===== src/rtl/fighter_pkg.sv =====
// Shared types and constants for the fighter move sequencer.
// Player key maps, frame lengths and attack windows live here so both players agree.
package fighter_pkg;

    typedef enum logic [2:0] {
        IDLE    = 3'd0,
        WALK_L  = 3'd1,
        WALK_R  = 3'd2,
        JUMP    = 3'd3,
        PUNCH   = 3'd4,
        KICK    = 3'd5,
        HITSTUN = 3'd6
    } action_t;

    localparam logic [7:0] P1_KEY_LEFT  = 8'h04;
    localparam logic [7:0] P1_KEY_RIGHT = 8'h07;
    localparam logic [7:0] P1_KEY_JUMP  = 8'h1A;
    localparam logic [7:0] P1_KEY_PUNCH = 8'h09;
    localparam logic [7:0] P1_KEY_KICK  = 8'h0A;

    localparam logic [7:0] P2_KEY_LEFT  = 8'h50;
    localparam logic [7:0] P2_KEY_RIGHT = 8'h4F;
    localparam logic [7:0] P2_KEY_JUMP  = 8'h52;
    localparam logic [7:0] P2_KEY_PUNCH = 8'h10;
    localparam logic [7:0] P2_KEY_KICK  = 8'h11;

    localparam int DEF_WALK_SPEED     = 2;
    localparam int DEF_PUNCH_FRAMES   = 12;
    localparam int DEF_KICK_FRAMES    = 16;
    localparam int DEF_JUMP_FRAMES    = 32;
    localparam int DEF_JUMP_RISE      = 4;
    localparam int DEF_HITSTUN_FRAMES = 20;

    localparam int PUNCH_HIT_FIRST = 4;
    localparam int PUNCH_HIT_LAST  = 7;
    localparam int KICK_HIT_FIRST  = 6;
    localparam int KICK_HIT_LAST   = 10;

endpackage


===== src/rtl/fighter_action_seq_key_match.sv =====
// Flags a key as pressed when any of the four USB keycode slots carries its HID code.
// KEY is never 8'h00, so empty slots can never match.
module key_match #(
    parameter logic [7:0] KEY = 8'h04
) (
    input  logic [7:0] keycode0_i,
    input  logic [7:0] keycode1_i,
    input  logic [7:0] keycode2_i,
    input  logic [7:0] keycode3_i,
    output logic       pressed_o
);

    assign pressed_o = (keycode0_i == KEY) | (keycode1_i == KEY) |
                       (keycode2_i == KEY) | (keycode3_i == KEY);

endmodule


===== src/rtl/fighter_action_seq.sv =====
// Per-player action state machine stepped once per video frame (falling edge of vs).
// All outputs are registered and derived from the next state on the tick cycle.
module fighter_action_seq
    import fighter_pkg::*;
#(
    parameter logic [7:0] KEY_LEFT       = P1_KEY_LEFT,
    parameter logic [7:0] KEY_RIGHT      = P1_KEY_RIGHT,
    parameter logic [7:0] KEY_JUMP       = P1_KEY_JUMP,
    parameter logic [7:0] KEY_PUNCH      = P1_KEY_PUNCH,
    parameter logic [7:0] KEY_KICK       = P1_KEY_KICK,
    parameter int         WALK_SPEED     = DEF_WALK_SPEED,
    parameter int         PUNCH_FRAMES   = DEF_PUNCH_FRAMES,
    parameter int         KICK_FRAMES    = DEF_KICK_FRAMES,
    parameter int         JUMP_FRAMES    = DEF_JUMP_FRAMES,
    parameter int         JUMP_RISE      = DEF_JUMP_RISE,
    parameter int         HITSTUN_FRAMES = DEF_HITSTUN_FRAMES
) (
    input  logic              Clk,
    input  logic              Reset,
    input  logic              vs,
    input  logic [7:0]        keycode_0,
    input  logic [7:0]        keycode_1,
    input  logic [7:0]        keycode_2,
    input  logic [7:0]        keycode_3,
    input  logic              hit_in,
    output logic [2:0]        action,
    output logic [2:0]        anim_frame,
    output logic signed [3:0] x_step,
    output logic [6:0]        y_offset,
    output logic              hitbox_active,
    output logic              busy
);

    localparam logic signed [3:0] STEP_R = 4'(WALK_SPEED);
    localparam logic signed [3:0] STEP_L = -STEP_R;
    localparam logic [4:0] P_LO = 5'(PUNCH_HIT_FIRST);
    localparam logic [4:0] P_HI = 5'(PUNCH_HIT_LAST);
    localparam logic [4:0] K_LO = 5'(KICK_HIT_FIRST);
    localparam logic [4:0] K_HI = 5'(KICK_HIT_LAST);

    logic left, right, jump, punch, kick;

    key_match #(.KEY(KEY_LEFT))  u_left  (.keycode0_i(keycode_0), .keycode1_i(keycode_1), .keycode2_i(keycode_2), .keycode3_i(keycode_3), .pressed_o(left));
    key_match #(.KEY(KEY_RIGHT)) u_right (.keycode0_i(keycode_0), .keycode1_i(keycode_1), .keycode2_i(keycode_2), .keycode3_i(keycode_3), .pressed_o(right));
    key_match #(.KEY(KEY_JUMP))  u_jump  (.keycode0_i(keycode_0), .keycode1_i(keycode_1), .keycode2_i(keycode_2), .keycode3_i(keycode_3), .pressed_o(jump));
    key_match #(.KEY(KEY_PUNCH)) u_punch (.keycode0_i(keycode_0), .keycode1_i(keycode_1), .keycode2_i(keycode_2), .keycode3_i(keycode_3), .pressed_o(punch));
    key_match #(.KEY(KEY_KICK))  u_kick  (.keycode0_i(keycode_0), .keycode1_i(keycode_1), .keycode2_i(keycode_2), .keycode3_i(keycode_3), .pressed_o(kick));

    action_t           action_q, action_d;
    logic [4:0]        frame_cnt_q, frame_cnt_d;
    logic signed [3:0] jdir_q, jdir_d;
    logic              vs_q, hit_pend_q, hit_pend_d, tick;
    logic signed [3:0] walk_dir;
    logic [2:0]        anim_q, anim_d;
    logic signed [3:0] x_step_q, x_step_d;
    logic [6:0]        y_q, y_d;
    logic              hitbox_q, hitbox_d, busy_q, busy_d;

    function automatic logic [4:0] last_frame(input action_t a);
        case (a)
            JUMP:    return 5'(JUMP_FRAMES - 1);
            PUNCH:   return 5'(PUNCH_FRAMES - 1);
            KICK:    return 5'(KICK_FRAMES - 1);
            HITSTUN: return 5'(HITSTUN_FRAMES - 1);
            default: return 5'd0;
        endcase
    endfunction

    // Symmetric arc: climbs from 0 to the peak at the midpoint frame, lands at one rise step.
    function automatic logic [6:0] jump_y(input logic [4:0] fc);
        int f;
        f = int'(fc);
        if (f < JUMP_FRAMES / 2) return 7'(f * JUMP_RISE);
        return 7'((JUMP_FRAMES - f) * JUMP_RISE);
    endfunction

    assign tick       = vs_q & ~vs;
    assign hit_pend_d = hit_in | (hit_pend_q & ~tick);
    assign walk_dir   = (left ^ right) ? (right ? STEP_R : STEP_L) : 4'sd0;

    always_comb begin
        action_d    = action_q;
        frame_cnt_d = frame_cnt_q;
        jdir_d      = jdir_q;
        if (hit_pend_q && action_q != HITSTUN) begin
            action_d    = HITSTUN;
            frame_cnt_d = 5'd0;
        end else begin
            case (action_q)
                JUMP, PUNCH, KICK, HITSTUN: begin
                    if (frame_cnt_q == last_frame(action_q)) begin
                        action_d    = IDLE;
                        frame_cnt_d = 5'd0;
                    end else begin
                        frame_cnt_d = frame_cnt_q + 5'd1;
                    end
                end
                default: begin
                    if (punch)              action_d = PUNCH;
                    else if (kick)          action_d = KICK;
                    else if (jump) begin
                        action_d = JUMP;
                        jdir_d   = walk_dir;
                    end
                    else if (left ^ right)  action_d = right ? WALK_R : WALK_L;
                    else                    action_d = IDLE;
                    frame_cnt_d = (action_d == action_q && action_d != IDLE) ? frame_cnt_q + 5'd1 : 5'd0;
                end
            endcase
        end

        case (action_d)
            WALK_R:  x_step_d = STEP_R;
            WALK_L:  x_step_d = STEP_L;
            JUMP:    x_step_d = jdir_d;
            default: x_step_d = 4'sd0;
        endcase
        y_d      = (action_d == JUMP) ? jump_y(frame_cnt_d) : 7'd0;
        anim_d   = (action_d == HITSTUN) ? 3'd0 : frame_cnt_d[4:2];
        hitbox_d = (action_d == PUNCH && frame_cnt_d >= P_LO && frame_cnt_d <= P_HI) ||
                   (action_d == KICK  && frame_cnt_d >= K_LO && frame_cnt_d <= K_HI);
        busy_d   = action_d inside {JUMP, PUNCH, KICK, HITSTUN};
    end

    always_ff @(posedge Clk or posedge Reset) begin
        if (Reset) begin
            vs_q        <= 1'b1;
            hit_pend_q  <= 1'b0;
            action_q    <= IDLE;
            frame_cnt_q <= 5'd0;
            jdir_q      <= 4'sd0;
            anim_q      <= 3'd0;
            x_step_q    <= 4'sd0;
            y_q         <= 7'd0;
            hitbox_q    <= 1'b0;
            busy_q      <= 1'b0;
        end else begin
            vs_q       <= vs;
            hit_pend_q <= hit_pend_d;
            if (tick) begin
                action_q    <= action_d;
                frame_cnt_q <= frame_cnt_d;
                jdir_q      <= jdir_d;
                anim_q      <= anim_d;
                x_step_q    <= x_step_d;
                y_q         <= y_d;
                hitbox_q    <= hitbox_d;
                busy_q      <= busy_d;
            end
        end
    end

    assign action        = action_q;
    assign anim_frame    = anim_q;
    assign x_step        = x_step_q;
    assign y_offset      = y_q;
    assign hitbox_active = hitbox_q;
    assign busy          = busy_q;

endmodule


===== config.mk =====
export PLATFORM = sky130hd
export DESIGN_NAME = fighter_action_seq
export DESIGN_NICKNAME = d
export VERILOG_FILES = /design/src/rtl/fighter_pkg.sv /design/src/rtl/fighter_action_seq_key_match.sv /design/src/rtl/fighter_action_seq.sv
export SDC_FILE = /design/constraint.sdc
export NUM_CORES = 1
export LEC_CHECK = 0
export CORE_MARGIN = 4
export CORE_UTILIZATION = 50
export DETAILED_ROUTE_END_ITERATION = 16
export PLACE_DENSITY = 0.8
export RECOVER_POWER = 25
export SYNTH_ARGS = -nofsm -noshare
export SYNTH_HDL_FRONTEND = slang
export SYNTH_HIERARCHICAL = 1
export SYNTH_SLANG_ARGS = --single-unit

===== constraint.sdc =====
create_clock -name Clk -period 3.7 [get_ports Clk]
set_input_delay 0.37 -clock Clk [delete_from_list [all_inputs] [get_ports Clk]]
set_output_delay 0.37 -clock Clk [all_outputs]
set_load 0.005 [all_outputs]

==> flow_metrics.tcl <==
set metrics [dict create \
    drc 0 \
    pre_cts_ws_ns -0.1912 \
    crit_fanout 4 \
    fp.dieArea_um2 5874 \
    avgSynthCellArea_um2 9.203 \
    syn_inst 256 \
    ir_worst_vdd_mv 0.2261 \
    io_buffers 52 \
    criticalPathCategory "primary input to flop" \
    register_area_um2 701.9 \
    first_pass_iters 4 \
    hold_viol 0 \
    antenna_found_initial 0 \
    yosys.area.top_type_share 0.2868 \
    place_inst 378 \
    finalClockSkew_ns 0.003184 \
    ys.warnings.count 6 \
    ys.flop_type "dfrtp_1" \
    clockBufferDepth 2 \
    p_leak_uw 0.001230 \
    rr_endpoint "hitbox_active" \
    reg2reg_depth 11 \
    critPathLaunch "keycode_3[5]" \
    outcome "finished clean" \
    cts_max_level 1 \
    synth.area.top_cells "dfrtp_1, nor4b_2, nand2_1" \
    grt_util_all_layers 0.2090 \
    antenna_left 0 \
    max-slew-margin-rel 0.3051 \
    reg2reg_setup_slack_ns 0.70 \
    gp_congestion 0.9111 \
    drv_cap 0 \
    clock-sinks 28 \
    die_h_um 76.65 \
    period_needed_ns 3.500 \
    gr-total-overflow 0 \
    grt_max_degree 29 \
    synth_largest_area_cell "dfrtp_1" \
    drt_wl_total_um 5885 \
    cp.required_ns 3.88 \
    synth-seq-area-share 0.2979 \
    drive_gt1_frac 0.2152 \
    cp-endpoint "hitbox_active" \
    coreArea_um2 4444 \
    cts_tree "yes" \
    power_density_nw_per_um2 246.2 \
    fin_crit_sh 0.9460 \
    synth_edf_count 0 \
    drtIter0Drc 145 \
    wire_per_inst_um 15.41 \
    synth_common_cells "nand2_1, dfrtp_1, nor2_1" \
    num_vias 2284 \
    fmax_mhz 285.7 \
    hpwl_um 4776 \
    ys_seq_elements 28 \
    synthArstFlopShare 1.000 \
    arrival_ns 3.68 \
    hold_buffers 0 \
    rows 24 \
    ys_types 68 \
    yosysMostFrequentCell "nand2_1" \
    stdcell_count 382 \
    start_util 0.5301 \
    finalNetCount 372 \
    syn2layout_area_growth_pct 33.94 \
    worstMarginPinSlew_ns 1.041 \
    r2r-start "action[0]" \
    num-fill-cells 345 \
    grt_pass1_wl_um 10280 \
    insertion_delay_ns 0.28 \
    worstSetupEndpointType "flop" \
    die_w_um 76.65 \
    antenna_cells 0 \
    io_pins 55 \
    fin_util 0.7100 \
    multi_input_area_um2 1565 \
    syn-cell-area_um2 2356 \
    setup_violations 0 \
    root_buffer "clkbuf_8" \
    cp-start-kind "primary input" \
    slew_violations 0 \
    first_global_vias 2178 \
    clkSlewWorstSetupHoldPaths_ns 0.09 \
    layout_setup_ws_ns 0.2000 \
    numCtsBuffers 3 \
    hp-class "flop to flop" \
    drt-vias-per-instance 5.979 \
]
==> state kept, by name, summed over array words and instances, names as in the netlist <==
name           cells
y_offset           5
jdir_q             4
action             3
anim_frame         3
x_step             4
hitbox_active      1
frame_cnt_q        5
busy               1
hit_pend_q         1
vs_q               1
==> report_power, final <==
| group | leakage, uW | switching [uW] | internal [uW] |
|---|---|---|---|
| logic | 0.000830 | 123 | 122 |
| clock network | 0.0000288 | 95.2 | 95.4 |
| registers | 0.000372 | 23.5 | 317 |
| total | 0.00123 | 242 | 535 |
==> timing repair <==
item | in CTS | in global routing
gates resized for setup | 0 | 2
buffers inserted | 0 | 0
endpoints found under the setup margin | 0 | 1
==> worst min path at each step <==
stage / to / depth (start not counted) / slack [ns] / from
floorplan: vs_q / 0 / 0.37 / vs
global placement: jdir_q[0] / 1 / 0.47 / jdir_q[0]
detailed placement: hitbox_active / 2 / 0.47 / hitbox_active
CTS: hitbox_active / 2 / 0.49 / hitbox_active
global route: y_offset[4] / 1 / 0.53 / y_offset[4]
finish: jdir_q[0] / 1 / 0.49 / jdir_q[0]
==> routing by layer <==
metal / track usage / vias up / part of all wire / wire [um]
li1: - / 1143 / - / -
met1: 0.2965 / 1084 / 0.46 / 2679
met2: 0.3366 / 51 / 0.49 / 2877
met3: 0.03783 / 6 / 0.050 / 293
met4: 0.03442 / 0 / 0.0058 / 34
met5: 0 / - / 0 / 0
==> stage by stage <==
step	TNS [ns]	instance area, um2	hold slack (ns)	total power, uW
after detailed placement	-0.2739	3095	0.4657	589.9
after floorplan	0	2360	0.3745	467.5
after CTS	0	3151	0.4941	777.8
after global routing	-0.03690	3156	0.5268	827.6
final	0	3156	0.4910	776.9
after global placement	-0.05413	3095	0.4718	584.9
==> worst max-delay path, cell delays in order <==
cell	delay (ns)
clkdlybuf4s50_1	0.43
buf_4	0.16
nor4_1	0.37
nand2_1	0.13
nand4_1	0.14
inv_1	0.05
ha_1	0.21
inv_1	0.08
nand4_1	0.12
a21oi_2	0.21
a32oi_1	0.17
or3_4	0.38
inv_1	0.07
ha_1	0.13
nor2_1	0.04
a41oi_1	0.23
nor3_1	0.08
o41ai_2	0.30
==> cell families after synthesis <==
family | after synthesis | share of synthesized area
buffers and inverters | 22 | 0.04301
flip-flops | 28 | 0.2979
adder cells (fa/ha/maj) | 6 | 0.03080
AND/OR/NAND/NOR | 133 | 0.3882
other | 1 | 0.001592
XOR/XNOR | 9 | 0.03346
AO/OA/AOI/OAI | 55 | 0.1954
multiplexers | 2 | 0.009559
==> placed cells by master, fill, tap and decap left out, types with 4 or more instances in the layout <==
master and count:
o21ai_0 9, nand4_1 11, buf_4 27, dfrtp_1 27, inv_1 10, o21ai_1 5, clkbuf_8 4, a32o_1 5
xnor2_1 7, and4bb_2 5, clkdlybuf4s50_1 50, nor2_1 14, a22o_1 4, nand2_1 37, nor2b_1 4, nand3_1 8
nor4b_2 11, nor4bb_1 5, nor4_1 11, ha_1 5
==> area by class of cell <==
cell class	count	share of cell area
multi-input combinational	207	0.4960
timing repair buffer	80	0.2304
sequential	28	0.2224
tap	52	0.02062
clock buffer	4	0.01745
inverter	11	0.01308
Note: power is estimated with default switching activity, not from simulation.
